### src/rtl/spi_reg_master_if.sv
// Host request/response and SPI pin bundle for spi_reg_master.
// The master modport is the initiator's view; the slave modport is the host/pin side.
interface spi_reg_master_if #(
    parameter int DSZ = 8
);
    logic           start;
    logic           we;
    logic [6:0]     addr;
    logic [DSZ-1:0] wr_data;
    logic           busy;
    logic           done;
    logic [DSZ-1:0] rd_data;
    logic           spi_clk;
    logic           spi_mosi;
    logic           spi_miso;
    logic           spi_ss;

    // Handshake: start is a request that is taken only in a cycle where busy=0
    // (we/addr/wr_data sampled with it); a start seen while busy=1 is dropped.
    // done pulses for one cycle when the frame ends, with rd_data updated on reads.
    modport master (
        input  start, we, addr, wr_data, spi_miso,
        output busy, done, rd_data, spi_clk, spi_mosi, spi_ss
    );
    modport slave (
        output start, we, addr, wr_data, spi_miso,
        input  busy, done, rd_data, spi_clk, spi_mosi, spi_ss
    );
endinterface

### src/rtl/spi_reg_master.sv
// SPI mode-0 initiator for the spi_slave register protocol: R/W bit, 7-bit address, DSZ data bits.
// Optional SPI_MASTER_CS_GAP_EN holds busy with spi_ss high for GAP_CYC cycles after each frame.
module spi_reg_master #(
    parameter int DSZ     = 8,
    parameter int CLK_DIV = 2,
    parameter int GAP_CYC = 4
) (
    input  logic             clk,
    input  logic             reset_n,
    spi_reg_master_if.master bus,
    output logic [2:0]       state_dbg
);
    localparam int FRAME = 8 + DSZ;
    localparam int BW    = $clog2(FRAME);
    localparam logic [CLK_DIV-1:0] DIV_LAST = CLK_DIV'(CLK_DIV - 1);
    localparam logic [BW-1:0]      BIT_LAST = BW'(FRAME - 1);

    if (CLK_DIV < 1 || GAP_CYC < 1) begin : g_param_check
        $error("spi_reg_master: CLK_DIV and GAP_CYC must be at least 1");
    end

    typedef enum logic [2:0] {
        IDLE  = 3'd0,
        SETUP = 3'd1,
        SHIFT = 3'd2,
        HOLD  = 3'd3,
        GAP   = 3'd4
    } state_t;

    state_t             state_q, state_d;
    logic [CLK_DIV-1:0] div_q, div_d;
    logic [BW-1:0]      bit_q, bit_d;
    logic [FRAME-1:0]   tx_q, tx_d;
    logic [DSZ-1:0]     rx_q, rx_d;
    logic [DSZ-1:0]     rd_q, rd_d;
    logic               we_q, we_d;
    logic               sclk_q, sclk_d;
    logic               ss_q, ss_d;
    logic               busy_q, busy_d;
    logic               done_q, done_d;
`ifdef SPI_MASTER_CS_GAP_EN
    localparam int GW = $clog2(GAP_CYC + 1);
    localparam logic [GW-1:0] GAP_LAST = GW'(GAP_CYC - 1);
    logic [GW-1:0]      gap_q, gap_d;
`endif

    always_ff @(posedge clk or negedge reset_n) begin
        if (!reset_n) begin
            state_q <= IDLE;
            div_q   <= '0;
            bit_q   <= '0;
            tx_q    <= '0;
            rx_q    <= '0;
            rd_q    <= '0;
            we_q    <= 1'b0;
            sclk_q  <= 1'b0;
            ss_q    <= 1'b1;
            busy_q  <= 1'b0;
            done_q  <= 1'b0;
`ifdef SPI_MASTER_CS_GAP_EN
            gap_q   <= '0;
`endif
        end else begin
            state_q <= state_d;
            div_q   <= div_d;
            bit_q   <= bit_d;
            tx_q    <= tx_d;
            rx_q    <= rx_d;
            rd_q    <= rd_d;
            we_q    <= we_d;
            sclk_q  <= sclk_d;
            ss_q    <= ss_d;
            busy_q  <= busy_d;
            done_q  <= done_d;
`ifdef SPI_MASTER_CS_GAP_EN
            gap_q   <= gap_d;
`endif
        end
    end

    always_comb begin
        state_d = state_q;
        div_d   = div_q;
        bit_d   = bit_q;
        tx_d    = tx_q;
        rx_d    = rx_q;
        rd_d    = rd_q;
        we_d    = we_q;
        sclk_d  = sclk_q;
        ss_d    = ss_q;
        busy_d  = busy_q;
        done_d  = 1'b0;
`ifdef SPI_MASTER_CS_GAP_EN
        gap_d   = gap_q;
`endif
        case (state_q)
            IDLE: begin
                if (bus.start && !busy_q) begin
                    we_d    = bus.we;
                    tx_d    = {bus.we, bus.addr, (bus.we ? bus.wr_data : {DSZ{1'b0}})};
                    ss_d    = 1'b0;
                    busy_d  = 1'b1;
                    sclk_d  = 1'b0;
                    div_d   = '0;
                    bit_d   = '0;
                    state_d = SETUP;
                end
            end
            SETUP: begin
                if (div_q == DIV_LAST) begin
                    div_d   = '0;
                    state_d = SHIFT;
                end else begin
                    div_d = div_q + CLK_DIV'(1);
                end
            end
            SHIFT: begin
                if (div_q != DIV_LAST) begin
                    div_d = div_q + CLK_DIV'(1);
                end else if (!sclk_q) begin
                    div_d  = '0;
                    sclk_d = 1'b1;
                    rx_d   = DSZ'({rx_q, bus.spi_miso});
                end else begin
                    // Falling edge: the shift moves the next bit onto MOSI; after the
                    // last bit it leaves MOSI at 0 for the hold and idle time.
                    div_d  = '0;
                    sclk_d = 1'b0;
                    tx_d   = tx_q << 1;
                    if (bit_q == BIT_LAST) begin
                        state_d = HOLD;
                    end else begin
                        bit_d = bit_q + BW'(1);
                    end
                end
            end
            HOLD: begin
                if (div_q != DIV_LAST) begin
                    div_d = div_q + CLK_DIV'(1);
                end else begin
                    div_d  = '0;
                    ss_d   = 1'b1;
                    done_d = 1'b1;
                    if (!we_q) begin
                        rd_d = rx_q;
                    end
`ifdef SPI_MASTER_CS_GAP_EN
                    gap_d   = '0;
                    state_d = GAP;
`else
                    busy_d  = 1'b0;
                    state_d = IDLE;
`endif
                end
            end
`ifdef SPI_MASTER_CS_GAP_EN
            GAP: begin
                if (gap_q == GAP_LAST) begin
                    busy_d  = 1'b0;
                    state_d = IDLE;
                end else begin
                    gap_d = gap_q + GW'(1);
                end
            end
`endif
            default: state_d = IDLE;
        endcase
    end

    assign bus.spi_clk  = sclk_q;
    assign bus.spi_mosi = tx_q[FRAME-1];
    assign bus.spi_ss   = ss_q;
    assign bus.busy     = busy_q;
    assign bus.done     = done_q;
    assign bus.rd_data  = rd_q;
    assign state_dbg    = state_q;
endmodule

### src/flat_wrapper.sv
// flat-port wrapper written by rule: the top's interface ports become plain ports
module spi_reg_master_flat 
#(
    parameter int DSZ     = 8,
    parameter int CLK_DIV = 2,
    parameter int GAP_CYC = 4
)
  (clk, reset_n, state_dbg, bus_start, bus_we, bus_addr, bus_wr_data, bus_spi_miso, bus_busy, bus_done, bus_rd_data, bus_spi_clk, bus_spi_mosi, bus_spi_ss);
  spi_reg_master_if #(.DSZ(DSZ)) bus_i ();
  input  logic clk;
  input  logic reset_n;
  output logic [2:0] state_dbg;
  input wire logic [$bits(bus_i.start)-1:0] bus_start;
  input wire logic [$bits(bus_i.we)-1:0] bus_we;
  input wire logic [$bits(bus_i.addr)-1:0] bus_addr;
  input wire logic [$bits(bus_i.wr_data)-1:0] bus_wr_data;
  input wire logic [$bits(bus_i.spi_miso)-1:0] bus_spi_miso;
  output wire logic [$bits(bus_i.busy)-1:0] bus_busy;
  output wire logic [$bits(bus_i.done)-1:0] bus_done;
  output wire logic [$bits(bus_i.rd_data)-1:0] bus_rd_data;
  output wire logic [$bits(bus_i.spi_clk)-1:0] bus_spi_clk;
  output wire logic [$bits(bus_i.spi_mosi)-1:0] bus_spi_mosi;
  output wire logic [$bits(bus_i.spi_ss)-1:0] bus_spi_ss;
  assign bus_i.start = bus_start;
  assign bus_i.we = bus_we;
  assign bus_i.addr = bus_addr;
  assign bus_i.wr_data = bus_wr_data;
  assign bus_i.spi_miso = bus_spi_miso;
  assign bus_busy = bus_i.busy;
  assign bus_done = bus_i.done;
  assign bus_rd_data = bus_i.rd_data;
  assign bus_spi_clk = bus_i.spi_clk;
  assign bus_spi_mosi = bus_i.spi_mosi;
  assign bus_spi_ss = bus_i.spi_ss;
  spi_reg_master #(.DSZ(DSZ), .CLK_DIV(CLK_DIV), .GAP_CYC(GAP_CYC)) u_core (.clk(clk), .reset_n(reset_n), .bus(bus_i), .state_dbg(state_dbg));
endmodule
### config.mk
export PLATFORM = sky130hd
export DESIGN_NAME = spi_reg_master_flat
export DESIGN_NICKNAME = d
export VERILOG_FILES = /design/src/rtl/spi_reg_master_if.sv /design/src/rtl/spi_reg_master.sv /design/src/flat_wrapper.sv
export SDC_FILE = /design/constraint.sdc
export NUM_CORES = 1
export LEC_CHECK = 0
export CORE_ASPECT_RATIO = 0.9
export CORE_UTILIZATION = 39
export DETAILED_ROUTE_END_ITERATION = 8
export SYNTH_ARGS = -nofsm -noshare
export SYNTH_HDL_FRONTEND = slang
export SYNTH_SLANG_ARGS = --single-unit
### constraint.sdc
create_clock -name clk -period 2.25 [get_ports clk]
set_clock_uncertainty 0.15 [all_clocks]
set_input_delay 0.3375 -clock clk [delete_from_list [all_inputs] [get_ports clk]]
set_output_delay 0.3375 -clock clk [all_outputs]
set_load 0.05 [all_outputs]
# After elaboration in Yosys (flattened, before gate mapping)
# Index checks and enable logic that the tools add are counted.
[totals]
word_cells = 77
register_bits = 46
inputBits = 20
[op_classes]
n_reduce_logical = 16
mux = 32
eq_ne = 13
n_addsub = 2
bitwise_logic = 3
[op_table]
columns = ["operator", "n"]
rows = [
  ["2-to-1 mux 16 bit", 3],
  ["one-hot mux 16 bit (2 select lines)", 1],
  ["2-to-1 mux 3 bit", 6],
  ["2-to-1 mux 4 bit", 4],
  ["one-hot mux 3 bit (4 select lines)", 1],
  ["AND reduction 3 bit", 4],
  ["inequality test 2 x 1 -> 1 bit, second input constant", 5],
  ["2-to-1 mux 1 bit", 8],
  ["2-to-1 mux 8 bit", 1],
  ["one-hot mux 4 bit (2 select lines)", 1],
  ["equality test 3 x 2 -> 1 bit, second input constant", 2],
  ["2-to-1 mux 2 bit", 3],
  ["inequality test 2 bit, second input constant", 3],
  ["one-hot mux 1 bit (2 select lines)", 3],
  ["one-hot mux 2 bit (3 select lines)", 1],
  ["AND reduction 6 bit", 1],
  ["AND reduction 5 bit", 1],
  ["adder 4 x 1 -> 4 bit, second input constant", 1],
  ["equality test 4 bit, second input constant", 1],
  ["AND reduction 2 bit", 2],
  ["AND reduction 4 bit", 1],
  ["nonzero test 2 bit", 2],
  ["equality test 3 x 1 -> 1 bit, second input constant", 1],
  ["zero test 3 bit", 1],
  ["other kinds (7)", 9],
]

# Depth between registers and ports, before layout
# Gate-level depths: netlist (run 1).
[depth]
ltp_word = 5
mapped_depth = 7
depth_no_buf = 6

# Least setup slack after synthesis (run 1)
# OpenSTA, ideal clock, no wires.
[synth_timing]
path_kind = "flip-flop to flip-flop"
startpoint = "reg u_core.state_q[0], in the netlist u_core.state_dbg[0]"
endpoint = "reg u_core.tx_q[0]"
setup_ns = 0.125
t_arrival_ns = 2.089
path_slack_ns = -0.114
n_path_buf = 0
stages_incl_launch_ff = 6
required_time_ns = 1.975
path_cell_list = "dfrtp_1 inv_1 ha_1 a21o_4 nor3_4 mux2_2"
[synth_via]
elab_chain_cells = 3
word_cells_on_any_way = 8
classes_between = "eq/ne: 4; mux: 1; reduce/logical: 3"
[synth_lines]
columns = ["item", "line_no", "rtl"]
rows = [
  ["start: declaration", "spi_reg_master.sv:30", "state_t state_q, state_d;"],
  ["start signal: assignment", "spi_reg_master.sv:64", "state_q <= state_d;"],
  ["equality test 3 x 2 -> 1 bit / zero test 3 bit (equally long branches)", "spi_reg_master.sv:96", "case (state_q)"],
  ["inequality test 2 x 1 -> 1 bit (no source line) (tied with other cells)", "--", ""],
  ["AND reduction 4 bit (no source line)", "--", ""],
  ["end signal: assignment", "spi_reg_master.sv:67", "tx_q <= tx_d;"],
  ["end: declaration", "spi_reg_master.sv:33", "logic [FRAME-1:0] tx_q, tx_d;"],
]
# Parallel ways exist; a longest one is shown, timed or not.
# A chain may end at the register's enable or synchronous reset.

# Worst setup path after layout (run 1)
[layout_timing]
startpoint = "reg u_core.ss_q, in the netlist u_core.bus.spi_ss"
endpoint = "out bus_spi_ss"
[layout_lines]
columns = ["item", "line_no", "rtl"]
rows = [
  ["start: declaration", "spi_reg_master.sv:38", "logic ss_q, ss_d;"],
  ["start signal: assignment", "spi_reg_master.sv:72", "ss_q <= ss_d;"],
  ["end: declaration", "flat_wrapper.sv:23", "output wire logic [$bits(bus_i.spi_ss)-1:0] bus_spi_ss;"],
]
# No word-level cell between the ends.

==> results of run 1 <==
[state kept, by name (all words and copies together), names as in the netlist]
signal              count
u_core.bus.rd_data      8
u_core.div_q            2
u_core.tx_q            16
u_core.bus.spi_ss       1
u_core.bit_q            4
u_core.state_dbg        2
u_core.bus.done         1
u_core.bus.busy         1
u_core.rx_q             8
u_core.bus.spi_clk      1
u_core.we_q             1
[per-stage QoR]
step	hold slack (ns)	util [%]	total power, mW	area, sq um	worst slack, ns
after floorplan	-0.1081	-	0.8585	2162	0.05528
after global placement	0.2071	49.21	0.9098	2601	0.1626
after detailed placement	0.2183	49.21	0.9117	2601	0.06400
after CTS	0.3477	51.20	1.448	2706	0.02431
after global routing	0.3663	51.34	1.500	2714	0.03582
final	0.3478	51.34	1.432	2714	0.1183
[routing by layer]
metal / vias up / track usage, % / share of wire (%)
li1: 696 / - / -
met1: 734 / 23.15 / 48
met2: 39 / 24.01 / 45
met3: 5 / 5.125 / 4.9
met4: 0 / 6.151 / 1.5
met5: - / 0 / 0
[report_power, final]
group	switching [mW]	internal, mW
sequential	0.00381	0.815
combinational	0.0320	0.0434
clock	0.307	0.231
[logic make-up after synthesis]
| group | Yosys count | share of synthesized area (%) |
|---|---|---|
| other cells | 1 | 0.1736 |
| simple gates | 33 | 8.923 |
| fa+ha+maj | 8 | 4.635 |
| compound gates | 32 | 12.11 |
| mux | 37 | 19.29 |
| buf+inv | 12 | 2.664 |
| flops | 45 | 52.20 |
[layout by cell type (no fill, tap or decap), drive strengths merged, types with 2 or more instances in the layout]
cell           count
nor3               5
o2bb2ai            7
buf                9
o211ai             2
ha                 8
mux2              37
nand2b             5
inv                7
a32oi              7
nor2               5
dfrtp             44
clkdlybuf4s50     32
a21o               2
clkbuf             5
nand2              6
o21ai              5
o21a               2
nor2b              4
nand3              2
[synthesized netlist by cell type, drive strengths merged (5+ instances only)]
cell | n | area share (%)
nor3 | 5 | 1.7
nand2b | 5 | 1.8
o2bb2ai | 7 | 2.8
dfrtp | 44 | 51
mux2 | 37 | 19
a32oi | 7 | 2.8
nand2 | 6 | 1.0
o21ai | 5 | 1.2
nor2 | 5 | 0.87
ha | 8 | 4.6
[worst max-delay path by stage]
stage,start,endpoint,depth (start not counted)
6_report,u_core.bus.spi_ss$_DFFE_PN1P_,bus_spi_ss,1
5_1_grt,u_core.state_dbg[1]$_DFFE_PN0P_,u_core.bit_q[1]$_DFFE_PN0P_,6
4_1_cts,u_core.state_dbg[0]$_DFFE_PN0P_,u_core.bit_q[1]$_DFFE_PN0P_,6
3_5_place_dp,u_core.state_dbg[0]$_DFFE_PN0P_,u_core.bit_q[1]$_DFFE_PN0P_,6
3_3_place_gp,u_core.state_dbg[0]$_DFFE_PN0P_,u_core.bit_q[1]$_DFFE_PN0P_,6
2_1_floorplan,u_core.state_dbg[0]$_DFFE_PN0P_,u_core.tx_q[0]$_DFFE_PN0P_,6
[layout make-up]
class / count / area [sq um] / area share [%]
Multi-Input combinational cell: 111 / 982.2 / 36.19
Timing Repair Buffer: 42 / 407.9 / 15.03
Inverter: 4 / 15.01 / 0.5533
Tap cell: 67 / 83.83 / 3.089
Clock buffer: 5 / 68.82 / 2.536
Clock inverter: 3 / 26.28 / 0.9682
Sequential cell: 45 / 1130 / 41.63
[repair_timing]
action                                  in CTS  in global routing
resized for setup                            0                  2
hold buffers                                 1                  0
hold endpoints to repair                    23                  0
endpoints found under the setup margin       0                  6
==> qor.yml, run 1 <==
synth:
  yosys_most_used_dff: "dfrtp_1"
  postSynthCellCount: 168
  synth_area_sq_um: 2160
  synthArstFlopShare_pct: 100.0
  yosysSeqAreaShare_pct: 52.20
  yosys_warnings: 0
  synth.avg_cell_area_sq_um: 12.85
  synth_edf_count: 0
  ys_seq_elements: 45
  synth_fp_nets: 196
  yosys.cell_types.count: 39
clocking:
  clk_latency_ns: 0.31
  cts_made_buffers: 5
  clock-sinks: 45
  htree_levels: 2
  cts.path.max_buffers: 2
  clk_root_buffer_cell: "clkbuf_8"
  clk_pin_slew_worst_paths_ns: 0.09
  post-cts-setup-buffers: 0
  tritoncts: "yes"
setup_path:
  r2r_slack_ns: 0.17
  crit-reg2reg-capture: "u_core.tx_q[10]$_DFFE_PN0P_"
  max_stage_delay_ns: 0.80
  cp.arrival_ns: 1.64
  crit_path_cell_trace: "clkdlybuf4s50_1"
  worst_r2r_path_depth: 7
  crit_path_top_delay_cell: "clkdlybuf4s50_1"
  crit_type: "flip-flop to primary output"
  startpoint_type: "flip-flop"
  cp_max_fo: 2
  rr_startpoint: "u_core.state_dbg[0]$_DFFE_PN0P_"
  cp-end-kind: "primary output"
  required_ns: 1.76
  path_delay_family: "buffers and inverters"
  cp.buffers_inverters: 1
timing:
  period_needed_ns: 2.132
  slew_headroom_pct: 63.12
  slew_violations: 0
  tightest_slew_ns: 0.5533
  fin_crit_sh_pct: 94.74
  finalSetupViolCount: 0
  fin_tns_setup_ns: 0
  rsz0062_at_grt: "no"
  hold_viol: 0
  clock.fmax_ghz: 0.4691
route:
  wire_per_inst_microns: 14.86
  via_count: 1474
  first_pass_iters: 6
  viasPerCell: 5.321
  routed_wl_mm: 4.115
  antenna_left: 0
  drc: 0
  drt-initial-drc-count: 109
place:
  dpl.hpwl_mm: 3.007
  gp_congestion: 0.7605
  port-buffer-count: 34
  place_inst: 268
global_route:
  grt_max_degree: 26
  grt_pass1_wl_mm: 7.231
  grt_pass1_vias: 1481
  antenna_found_initial: 0
  grt_use_total_pct: 16.52
  grt_overflow: 0
cells_and_area:
  num-fill-cells: 455
  nNetsFinal: 237
  drive_gt1_share_pct: 30.48
  diodes: 0
  stdcell_count: 277
  area_growth_pct: 25.67
floorplan:
  die_area_sq_um: 5840
  die_x_microns: 80.44
  rows: 25
  fp.coreArea_sq_um: 5286
  die_h_microns: 72.60
  initial_core_util_pct: 40.85
  ioPinCount: 36
run_status:
  status: "completed"
flow_run:
  drv_cap: 0
power:
  pwr_density_cell_nw_per_um2: 527.8
  peakVddDrop_uv: 348.9
  p_leak_nw: 1.189
hold_path:
  hp-start: "u_core.tx_q[3]$_DFFE_PN0P_"
  hold_depth: 1
  min_to: "u_core.tx_q[3]$_DFFE_PN0P_"
  hold_path_class: "flip-flop to flip-flop"
No activity file was read; power rests on OpenSTA's default activity.
==> run 2: changes to the inputs <==
--- a/config.mk
+++ b/config.mk
@@ -8,6 +8,8 @@
 export CORE_ASPECT_RATIO = 0.9
 export CORE_UTILIZATION = 39
 export DETAILED_ROUTE_END_ITERATION = 8
+export REMOVE_ABC_BUFFERS = 1
 export SYNTH_ARGS = -nofsm -noshare
 export SYNTH_HDL_FRONTEND = slang
 export SYNTH_SLANG_ARGS = --single-unit
+export TNS_END_PERCENT = 1
==> run 2 against run 1 <==
Net effect: die area is the same; critical path depth unchanged; worst setup slack gained 0.011 ns; sequential share of layout area decreased by 0.26 points; maximum frequency grew 0.49%; critical endpoint unchanged.
==> qor.yml, run 2 (synthesis results as in run 1) <==
run_status:
  status: "completed"
route:
  viasPerCell: 5.306
  first_pass_iters: 4
  routed_wl_mm: 4.432
  drt-initial-drc-count: 110
  wire_per_inst_microns: 15.94
  drc: 0
  via_count: 1475
  antenna_left: 0
cells_and_area:
  final_cell_mix: "dfrtp_1 (43), mux2_2 (37), clkdlybuf4s50_1 (32)"
  num-fill-cells: 467
  area_growth_pct: 26.30
  drive_gt1_share_pct: 30.33
  diodes: 0
  regMostFlops: "u_core.tx_q"
  multi_input_area_sq_um: 982.2
  final_area_sq_um: 2728
  layout_commonest_cell: "dfrtp_1"
  nNetsFinal: 238
  largest_reg_flops: 16
  ff_latch_area_sq_um: 1129
timing:
  period_needed_ns: 2.121
  hold_viol: 0
  tightest_slew_ns: 0.5651
  fin_crit_sh_pct: 94.27
  finalSetupViolCount: 0
  slew_violations: 0
  rsz0062_at_grt: "no"
  slew_headroom_pct: 62.33
  fin_tns_setup_ns: 0
  hold_slack_ns: 0.3447
  clock.fmax_ghz: 0.4714
setup_path:
  path_delay_family: "buffers and inverters"
  cp-end-kind: "primary output"
  max_stage_delay_ns: 0.80
  required_ns: 1.76
  cp.buffers_inverters: 1
  cp_max_fo: 2
  rr_startpoint: "u_core.state_dbg[1]$_DFFE_PN0P_"
  crit_path_cell_trace: "clkdlybuf4s50_1"
  crit-reg2reg-capture: "u_core.tx_q[10]$_DFFE_PN0P_"
  r2r_slack_ns: 0.17
  cp.arrival_ns: 1.63
  worst_r2r_path_depth: 7
  crit_path_top_delay_cell: "clkdlybuf4s50_1"
  crit_type: "flip-flop to primary output"
  startpoint_type: "flip-flop"
floorplan:
  die_h_microns: 72.60
  rows: 25
  die_x_microns: 80.44
  ioPinCount: 36
  fp.coreArea_sq_um: 5286
  initial_core_util_pct: 40.85
  die_area_sq_um: 5840
hold_path:
  hold_depth: 1
  hp-start: "u_core.tx_q[7]$_DFFE_PN0P_"
  hold_path_class: "flip-flop to flip-flop"
  min_to: "u_core.tx_q[7]$_DFFE_PN0P_"
clocking:
  clock-sinks: 45
  cts_made_buffers: 5
  tritoncts: "yes"
  htree_levels: 2
  clk_pin_slew_worst_paths_ns: 0.09
  clk_latency_ns: 0.30
  cts.path.max_buffers: 2
  clk_root_buffer_cell: "clkbuf_8"
power:
  pwr_density_cell_nw_per_um2: 558.3
  power_mw: 1.523
  p_leak_nw: 1.197
  peakVddDrop_uv: 291.8
place:
  dpl.hpwl_mm: 3.138
  port-buffer-count: 34
  place_area_sq_um: 2594
  gp_congestion: 0.8354
global_route:
  grt_pass1_wl_mm: 7.672
  grt_overflow: 0
  grt_use_total_pct: 17.21
  grt_pass1_vias: 1597
  antenna_found_initial: 0
  grt_max_degree: 46
flow_run:
  drv_cap: 0
==> run 2: cell types whose count changed in the layout (fill, tap and decap cells not counted) <==
cell	before	now
inv_6	3	0
clkinvlp_4	0	1
buf_12	1	0
bufinv_16	0	1
buf_4	7	9
clkinv_4	0	1
dfrtp_1	42	43
dfrtp_2	2	1
==> run 2: where the power goes <==
group	total, mW	switching, mW	internal [mW]
registers	0.820	0.00417	0.815
clock network	0.627	0.294	0.333
logic	0.0762	0.0327	0.0435
==> run 2: cell type report <==
| class | count | area share [%] |
|---|---|---|
| sequential | 45 | 41.38 |
| clock buffer | 5 | 2.523 |
| inverter | 4 | 0.5505 |
| multi-input combinational | 111 | 36.01 |
| tap | 67 | 3.073 |
| clock inverter | 3 | 1.697 |
| timing repair buffer | 43 | 14.77 |
==> run 2: worst max path at each step <==
| stage | start | endpoint | slack (ns) | depth (start not counted) |
|---|---|---|---|---|
| 2_1_floorplan | u_core.state_dbg[0]$_DFFE_PN0P_ | u_core.rx_q[0]$_DFFE_PN0P_ | -0.29 | 5 |
| 3_3_place_gp | u_core.state_dbg[0]$_DFFE_PN0P_ | u_core.bit_q[1]$_DFFE_PN0P_ | 0.18 | 6 |
| 3_5_place_dp | u_core.state_dbg[0]$_DFFE_PN0P_ | u_core.bit_q[1]$_DFFE_PN0P_ | 0.07 | 6 |
| 4_1_cts | u_core.state_dbg[0]$_DFFE_PN0P_ | u_core.bit_q[1]$_DFFE_PN0P_ | 0.05 | 6 |
| 5_1_grt | u_core.state_dbg[1]$_DFFE_PN0P_ | u_core.tx_q[0]$_DFFE_PN0P_ | 0.03 | 7 |
| 6_report | u_core.bus.spi_ss$_DFFE_PN1P_ | bus_spi_ss | 0.13 | 1 |
==> run 2: layer usage <==
layer / part of all wire, % / track usage [%] / vias up
met1: 48 / 23.38 / 736
li1: - / - / 697
met3: 3.0 / 3.500 / 9
met4: 1.6 / 6.944 / 0
met2: 48 / 27.02 / 33
met5: 0 / 0 / -
==> run 2: per-stage QoR <==
stage / std cells / setup slack [ns] / util (%)
final: 278 / 0.1288 / 51.60
after global routing: 278 / 0.02507 / 51.60
after CTS: 278 / 0.04879 / 51.43
after detailed placement: 269 / 0.07396 / 49.07
after global placement: 269 / 0.1815 / 49.07
after floorplan: 160 / -0.2905 / -
==> run 2: what timing repair did <==
item                       in CTS  in global routing
setup endpoints to repair       0                  9
hold endpoints to repair       44                  0
buffers inserted                0                  0
hold buffers                    1                  0
gates resized for setup         0                  3
==> run 3: changes to the inputs <==
==> constraint.sdc (replaced) <==
create_clock -name clk -period 2.7 [get_ports clk]
set_clock_uncertainty 0.15 [all_clocks]
set_input_delay 0.405 -clock clk [delete_from_list [all_inputs] [get_ports clk]]
set_output_delay 0.405 -clock clk [all_outputs]
set_load 0.05 [all_outputs]
==> run 3 against run 2 <==
Net effect: wire length shrank 6.3%; hold slack worse by 0.33 ns; critical path depth up 5; die area stayed put; final cell count fell by 1.4%; combinational power decreased by 18%; clock power decreased by 4.5%; via count decreased by 0.81%; global-route usage down 0.54 points; critical path type is now flip-flop to flip-flop.
==> qor.yml, run 3 (synthesis results as in run 1) <==
clocking:
  clk_latency_ns: 0.30
  cts_resized: 0
  cts_made_buffers: 5
  htree_levels: 2
  clk_root_buffer_cell: "clkbuf_8"
  hold_buffers: 0
  clock-sinks: 45
  tritoncts: "yes"
  cts.path.max_buffers: 2
  post-cts-setup-buffers: 0
  clk_pin_slew_worst_paths_ns: 0.08
route:
  viasPerCell: 5.339
  drc: 0
  via_count: 1463
  antenna_left: 0
  first_pass_iters: 4
  drt-initial-drc-count: 71
  routed_wl_mm: 4.155
  wire_per_inst_microns: 15.16
global_route:
  grt_use_total_pct: 16.67
  grt_overflow: 0
  grt_max_degree: 46
  antenna_found_initial: 0
  grt_pass1_wl_mm: 7.251
  grt_pass1_vias: 1525
timing:
  fin_tns_setup_ns: 0
  slew_violations: 0
  slew_headroom_pct: 62.66
  fin_crit_sh_pct: 86.68
  hold_slack_ns: 0.01274
  tightest_slew_ns: 0.5601
  rsz0062_at_grt: "no"
  period_needed_ns: 2.340
  setup_ws_ns: 0.3596
  clock.fmax_ghz: 0.4273
  finalSetupViolCount: 0
  hold_viol: 0
cells_and_area:
  regMostFlops: "u_core.tx_q"
  stdcell_count: 274
  final_cell_mix: "dfrtp_1 (44), mux2_2 (37), clkdlybuf4s50_1 (33)"
  diodes: 0
  largest_reg_flops: 16
  drive_gt1_share_pct: 27.54
  nNetsFinal: 234
  post-route-util_pct: 51.22
  area_growth_pct: 25.38
  layout_commonest_cell: "dfrtp_1"
power:
  p_leak_nw: 1.193
  clockPowerShare_pct: 44.6
  p_comb_share_pct: 4.6
  peakVddDrop_uv: 281.2
  pwr_density_cell_nw_per_um2: 496.6
  internal_power_mw: 1.082
  switching_power_uw: 262.4
  pwr-share-seq_pct: 50.8
  switching_share_pct: 19.51
setup_path:
  cp-end-kind: "flip-flop"
  cp_max_fo: 9
  crit_type: "flip-flop to flip-flop"
  worst_r2r_path_depth: 6
  startpoint_type: "flip-flop"
  cp.arrival_ns: 2.38
  required_ns: 2.74
hold_path:
  hold_path_class: "input pin to async pin"
floorplan:
  ioPinCount: 36
  initial_core_util_pct: 40.85
  rows: 25
  die_area_sq_um: 5840
  fp.coreArea_sq_um: 5286
  die_h_microns: 72.60
  die_x_microns: 80.44
run_status:
  status: "completed"
place:
  dpl.hpwl_mm: 2.964
  port-buffer-count: 34
  place_inst: 266
  gp_congestion: 0.7754
  pre_cts_ws_ns: 0.3714
flow_run:
  drv_cap: 0
run 3: critical path: stages, from the launching register on:
cell	delay [ns]
dfrtp_1	0.44
inv_1	0.15
ha_1	0.32
nor2_1	0.12
a21o_4	0.23
nor3_4	0.42
mux2_2	0.39
run 3: stage by stage:
stage          power, mW  cell area, sq um
5_1_grt            1.402              2708
6_report           1.345              2708
4_1_cts            1.366              2708
2_1_floorplan     0.7139              2117
3_5_place_dp      0.7596              2574
3_3_place_gp      0.7579              2574
run 3: cell type report:
class / count / area, sq um
tap: 67 / 83.83
sequential: 45 / 1127
inverter: 4 / 15.01
fill: 448 / 2579
clock buffer: 5 / 68.82
multi-input combinational: 111 / 974.7
timing repair buffer: 39 / 372.9
clock inverter: 3 / 65.06
run 3: final timing paths:
kind | start | to | slack, ns
min reg2reg | u_core.tx_q[1]$_DFFE_PN0P_ | u_core.tx_q[1]$_DFFE_PN0P_ | 0.35
max | u_core.state_dbg[0]$_DFFE_PN0P_ | u_core.tx_q[10]$_DFFE_PN0P_ | 0.36
min | reset_n | u_core.bit_q[3]$_DFFE_PN0P_ | 0.01
max reg2reg | u_core.state_dbg[0]$_DFFE_PN0P_ | u_core.tx_q[10]$_DFFE_PN0P_ | 0.36
max in group asynchronous | reset_n | u_core.bus.spi_ss$_DFFE_PN1P_ | 1.99
min in group clk | u_core.tx_q[1]$_DFFE_PN0P_ | u_core.tx_q[1]$_DFFE_PN0P_ | 0.35
run 3: routing by layer:
layer  wire, microns  vias to the layer above  part of all wire (%)  GRT usage, %
met2            1945                       39                    47         24.86
met5               0                        -                     0             0
met1            1944                      723                    47         22.61
li1                -                      693                     -             -
met4              80                        0                   1.9         8.333
met3             185                        8                   4.5         4.125
run 3: power groups by stage:
stage / Sequential [mW] / Clock (mW) / Combinational (mW)
after floorplan: 0.695 / 0 / 0.0185
after global placement: 0.696 / 0 / 0.0620
after detailed placement: 0.696 / 0 / 0.0637
after CTS: 0.683 / 0.620 / 0.0640
after global routing: 0.684 / 0.649 / 0.0690
final: 0.683 / 0.599 / 0.0622
